[src/rtl/jump_pc_unit_pkg.sv]
// ---------------------------------------------------------------------------
// jump_pc_unit_pkg
// Shared definitions for the Hack next-PC stage.
//   HACK_WIDTH  : datapath width (fixed at 16)
//   jump_t      : C-instruction jump field encodings {j1,j2,j3}
//   jump_cond() : evaluates the jump condition from the jump field and flags
// ---------------------------------------------------------------------------
package jump_pc_unit_pkg;

   localparam int HACK_WIDTH = 16;

   typedef enum logic [2:0] {
      JNULL = 3'b000,
      JGT   = 3'b001,
      JEQ   = 3'b010,
      JGE   = 3'b011,
      JLT   = 3'b100,
      JNE   = 3'b101,
      JLE   = 3'b110,
      JMP   = 3'b111
   } jump_t;

   // j1 selects "negative", j2 "zero", j3 "positive"; any selected match jumps.
   function automatic logic jump_cond(input logic [2:0] jbits,
                                      input logic       zr,
                                      input logic       ng);
      logic pos;
      pos = ~zr & ~ng;
      return (jbits[2] & ng) | (jbits[1] & zr) | (jbits[0] & pos);
   endfunction

endpackage

[src/rtl/zero_detect16.sv]
// ---------------------------------------------------------------------------
// zero_detect16
// Zero detect for a 16-bit word, built as two or8way reductions (one per
// byte), an or_gate joining them and an inverter.
// Ports:
//   data : input  [15:0]  word under test
//   zr   : output         1 when data == 0
// ---------------------------------------------------------------------------
module zero_detect16 (
   input  logic [15:0] data,
   output logic        zr
);

   logic [1:0] half_any;
   logic       any_set;

   // One or8way per byte lane.
   generate
      for (genvar gi = 0; gi < 2; gi++) begin : g_or8way
         assign half_any[gi] = |data[gi*8 +: 8];
      end
   endgenerate

   assign any_set = half_any[0] | half_any[1];   // or_gate
   assign zr      = ~any_set;                    // inverter

endmodule

[src/rtl/jump_pc_unit.sv]
// ---------------------------------------------------------------------------
// jump_pc_unit
// Next-PC stage of the Hack CPU. Derives zr/ng from the ALU result, decodes
// the C-instruction jump field and holds the program counter.
// Optional feature macro: JUMP_PC_PERF_EN (adds a saturating taken-jump
// counter with a synchronous clear).
// Ports:
//   clk        : input        rising-edge clock
//   rst_n      : input        asynchronous active-low reset
//   en         : input        advance enable; 0 holds every register
//   is_c_instr : input        current instruction is a C-instruction
//   jump_bits  : input  [2:0] {j1,j2,j3}
//   alu_out    : input  [15:0] ALU result of the current instruction
//   a_reg      : input  [15:0] jump target
//   pc_out     : output [15:0] registered program counter
//   jump_taken : output       last advancing cycle loaded a_reg
//   zr_q, ng_q : output       flags of the last C-instruction
//   perf_clr   : input        (JUMP_PC_PERF_EN) synchronous counter clear
//   jump_count : output [15:0] (JUMP_PC_PERF_EN) saturating taken-jump count
// ---------------------------------------------------------------------------
module jump_pc_unit
   import jump_pc_unit_pkg::*;
#(
   parameter int               WIDTH        = HACK_WIDTH,
   parameter logic [WIDTH-1:0] RESET_VECTOR = '0
) (
   input  logic             clk,
   input  logic             rst_n,
   input  logic             en,
   input  logic             is_c_instr,
   input  logic [2:0]       jump_bits,
   input  logic [WIDTH-1:0] alu_out,
   input  logic [WIDTH-1:0] a_reg,
   output logic [WIDTH-1:0] pc_out,
   output logic             jump_taken,
   output logic             zr_q,
   output logic             ng_q
`ifdef JUMP_PC_PERF_EN
   ,
   input  logic             perf_clr,
   output logic [15:0]      jump_count
`endif
);

   logic             zr;
   logic             ng;
   logic             take;
   logic [WIDTH-1:0] pc_reg;
   logic [WIDTH-1:0] pc_next;
   logic             jump_taken_reg;
   logic             zr_reg;
   logic             ng_reg;

   zero_detect16 u_zero_detect (
      .data (alu_out),
      .zr   (zr)
   );

   assign ng   = alu_out[WIDTH-1];
   // A-instructions never jump; en=0 (HOLD) gates the decision entirely.
   assign take = en & is_c_instr & jump_cond(jump_bits, zr, ng);

   always_comb begin
      pc_next = pc_reg + WIDTH'(1);   // wraps modulo 2^WIDTH
      if (take) begin
         pc_next = a_reg;
      end
   end

   always_ff @(posedge clk or negedge rst_n) begin
      if (!rst_n) begin
         pc_reg         <= RESET_VECTOR;
         jump_taken_reg <= 1'b0;
         zr_reg         <= 1'b0;
         ng_reg         <= 1'b0;
      end else if (en) begin
         pc_reg         <= pc_next;
         jump_taken_reg <= take;
         if (is_c_instr) begin
            zr_reg <= zr;
            ng_reg <= ng;
         end
      end
   end

   assign pc_out     = pc_reg;
   assign jump_taken = jump_taken_reg;
   assign zr_q       = zr_reg;
   assign ng_q       = ng_reg;

`ifdef JUMP_PC_PERF_EN
   logic [15:0] jump_count_reg;

   // Clear beats a same-cycle taken jump; the count sticks at all-ones.
   always_ff @(posedge clk or negedge rst_n) begin
      if (!rst_n) begin
         jump_count_reg <= '0;
      end else if (perf_clr) begin
         jump_count_reg <= '0;
      end else if (take && (jump_count_reg != 16'hFFFF)) begin
         jump_count_reg <= jump_count_reg + 16'd1;
      end
   end

   assign jump_count = jump_count_reg;
`endif

endmodule

[config.mk]
export PLATFORM = sky130hd
export DESIGN_NAME = jump_pc_unit
export DESIGN_NICKNAME = d
export VERILOG_FILES = /design/src/rtl/jump_pc_unit_pkg.sv /design/src/rtl/zero_detect16.sv /design/src/rtl/jump_pc_unit.sv
export SDC_FILE = /design/constraint.sdc
export NUM_CORES = 1
export LEC_CHECK = 0
export CAP_MARGIN = 15
export CORE_MARGIN = 1.5
export CORE_UTILIZATION = 44
export CTS_BUF_LIST = sky130_fd_sc_hd__clkbuf_16
export CTS_CLUSTER_SIZE = 12
export DETAILED_ROUTE_END_ITERATION = 10
export PLACE_DENSITY = 0.91
export SYNTH_ARGS = -nofsm -noshare
export SYNTH_HDL_FRONTEND = slang
export SYNTH_SLANG_ARGS = --single-unit
[constraint.sdc]
create_clock -name clk -period 4.95 [get_ports clk]
set_input_delay 0.495 -clock clk [delete_from_list [all_inputs] [get_ports clk]]
set_output_delay 0.495 -clock clk [all_outputs]
set_load 0.05 [all_outputs]
==> results.yml <==
logic_synthesis:
  yosys.area_share.xor_xnor: 0.01388
  ys_ff_latch: 19
  synthCells: 128
  synthAdderAreaFrac: 0.009911
  synth_compound_area_frac: 0.2517
  yosys_warnings: 0
  synth.avg_cell_area_sq_um: 9.863
  yosysSeqAreaShare: 0.3766
  synth_area_sq_mm: 0.001262
  ys_types: 45
  synth_top_family_by_area: "simple AND/OR/NAND/NOR gates"
  yosys.area_share.simple: 0.2527
  synth-edff-count: 0
  synth_mux_area_frac: 0.05253
  syn_nets: 168
  yosys_most_used_dff: "dfrtp_1"
  synth_async_sr_flop_share: 1.000
route:
  drt-met1-wl_um: 1448
  routed.top_layer: "met4"
  route.met2.wl_um: 1871
  via_per_inst: 6.318
  route.detailed.drc: 0
  detailroute.via_count: 1352
  detail-route-antenna-nets: 0
  drtIter0Drc: 47
  detail_route.first_pass.iterations: 4
  wire_per_inst_um: 17.21
  wl_met3_um: 198
  drt-total-wl_um: 3684
timing:
  final-hold-violation-count: 0
  max_freq_ghz: 0.3495
  period_share: 0.5780
  drv_slew: 0
  slew_headroom: 0.4143
  rsz0062_at_grt: "false"
  skew_ns: 0.001853
  fin_crit_ns: 2.861
  setup_tns_ns: 0
  setup_violations: 0
  max_slew.worst_pin.slew_ns: 0.8758
global_route:
  grt-ovfl-total: 0
  grt_max_degree: 20
  grt_pass1_vias: 1399
  grt_use_total: 0.2445
  antenna_found_initial: 0
  grt_pass1_wl_um: 6285
floorplanning:
  io_pins: 58
  start_util: 0.4618
  rows: 19
  coreArea_sq_mm: 0.002734
  dieArea_sq_mm: 0.003200
  die_h_um: 56.57
  die_x_um: 56.57
worst_setup_path:
  r2r_cells: 4
  path_buf_inv: 1
  path_delay_family: "simple AND/OR/NAND/NOR gates"
  max_stage_delay_ns: 0.82
  startpoint_type: "input pin"
  r2r_end: "pc_out[15]$_DFFE_PN0P_"
  arrival_ns: 2.94
  worstSetupPathType: "in2reg"
  crit_required_ns: 5.03
  slowest_stage: "clkdlybuf4s50_1"
  cp_cell_sequence: "clkdlybuf4s50_1, nand2_1, nor2_1, o311ai_0"
  cp_max_fo: 19
  endpoint_kind: "register"
  r2r_start: "pc_out[2]$_DFFE_PN0P_"
  r2r_slack_ns: 3.01
pwr:
  p_sw_frac: 0.4289
  p_leak_nw: 0.7603
  ir_drop_v: 0.0004601
  p_sw_mw: 0.3421
  power_mw: 0.7976
  p_int_mw: 0.4555
  power_density_mw_per_mm2: 415.3
  p_comb_frac: 0.481
  pwr-share-seq: 0.306
  clkPwrFrac: 0.213
clock_tree:
  root_buffer: "clkbuf_16"
  cts-resized-gates: 0
  clock_sinks: 19
  cts_buffer_depth: 2
  cts_hold_buf: 0
  clkTransAtPathRegs_ns: 0.06
  cts_max_level: 1
  cts_tree: "yes"
  cts_buffers: 3
  clk_latency_ns: 0.25
  cts_setup_buffers: 0
layout:
  fin_nets: 224
  n_antenna_cell: 0
  nFillCells: 206
  largest_reg_flops: 16
  area_growth_syn_to_layout_pct: 52.13
  multiInputGateArea_sq_um: 733.2
  drive_gt1_frac: 0.09290
  layout_commonest_cell: "clkdlybuf4s50_1"
  final_cell_mix: "clkdlybuf4s50_1 (57), dfrtp_1 (19), nand2_1 (14), a221o_1 (9), a2bb2oi_1 (7)"
  register_area_sq_um: 475.5
job:
  max_cap_violations: 0
placement:
  port_buffers: 57
  dp_hpwl_um: 2702
  gp_congestion: 0.8241
min_path:
  holdCritPathClass: "reg2reg"
  min_path_cells: 1
  hold_end: "jump_taken$_DFFE_PN0P_"
  min_from: "jump_taken$_DFFE_PN0P_"
run_status:
  status: "complete, no violations"
[synth_stat cells, drive strengths merged (2+ instances only)]
master   number  share of area
a2bb2oi       7          0.049
o211ai        2          0.012
a221o         9          0.071
clkbuf        4          0.012
nand4         4          0.032
dfrtp        19           0.38
o311ai        2          0.014
nor3          2         0.0079
o22a          2          0.016
inv           6          0.018
nand3         5          0.020
o21ai         6          0.024
nand2        14          0.042
or4           2          0.012
nand3b        3          0.018
buf           2          0.013
or3           3          0.015
nand2b        2         0.0099
nor2          3         0.0089
o32a          2          0.018
nor4          7          0.052
mux2          4          0.045
[worst reg2reg max path, delay by kind of cell (launching register included)]
family / cells / cell delay, ns
flip-flops: 1 / 0.51
AO/OA/AOI/OAI: 1 / 0.39
AND/OR/NAND/NOR: 3 / 0.90
[layer usage]
| layer | up-vias | GRT usage |
|---|---|---|
| met4 | 0 | 0.1156 |
| met2 | 65 | 0.4136 |
| met1 | 648 | 0.2994 |
| met3 | 18 | 0.04147 |
| met5 | - | 0 |
| li1 | 621 | - |
[layout make-up]
class / count / area share
inverter: 6 / 0.01173
clock inverter: 1 / 0.002606
tap: 31 / 0.02020
multi-input combinational: 97 / 0.3818
clock buffer: 3 / 0.03909
sequential: 19 / 0.2476
timing repair buffer: 57 / 0.2971
[per-stage QoR]
step	worst slack (ns)	utilization	cells	instance area [sq um]	hold WS (ns)
5_1_grt	1.820	0.7025	214	1921	0.4956
4_1_cts	2.138	0.7025	214	1921	0.4818
3_3_place_gp	2.021	0.6732	210	1841	0.4675
3_5_place_dp	1.880	0.6732	210	1841	0.4693
2_1_floorplan	2.900	-	128	1262	0.1994
6_report	2.089	0.7025	214	1921	0.4771
[power groups by stage]
stage | sequential, mW | combinational [mW] | clock [mW]
6_report | 0.244 | 0.383 | 0.170
5_1_grt | 0.252 | 0.404 | 0.176
4_1_cts | 0.245 | 0.384 | 0.168
3_5_place_dp | 0.247 | 0.379 | 0
3_3_place_gp | 0.243 | 0.367 | 0
2_1_floorplan | 0.354 | 0.134 | 0
[cells by family (layout without fill, tap and decap cells)]
family | after synthesis | in the layout
flip-flops | 19 | 19
AND/OR/NAND/NOR | 51 | 51
XOR/XNOR | 2 | 2
buffers and inverters | 12 | 67
adder cells (fa/ha/maj) | 1 | 1
AO/OA/AOI/OAI | 38 | 38
multiplexers | 5 | 5
[worst max-delay path by stage]
stage                                from                endpoint  slack, ns  cells past startpoint
floorplan           pc_out[0]$_DFFE_PN0P_   pc_out[8]$_DFFE_PN0P_       2.90                      6
global placement                       en  pc_out[15]$_DFFE_PN0P_       2.02                      4
detailed placement                     en  pc_out[15]$_DFFE_PN0P_       1.88                      4
CTS                                    en  pc_out[15]$_DFFE_PN0P_       2.14                      4
global route                           en  pc_out[15]$_DFFE_PN0P_       1.82                      4
finish                                 en  pc_out[15]$_DFFE_PN0P_       2.09                      4
No activity file was read; power rests on OpenSTA's default activity.
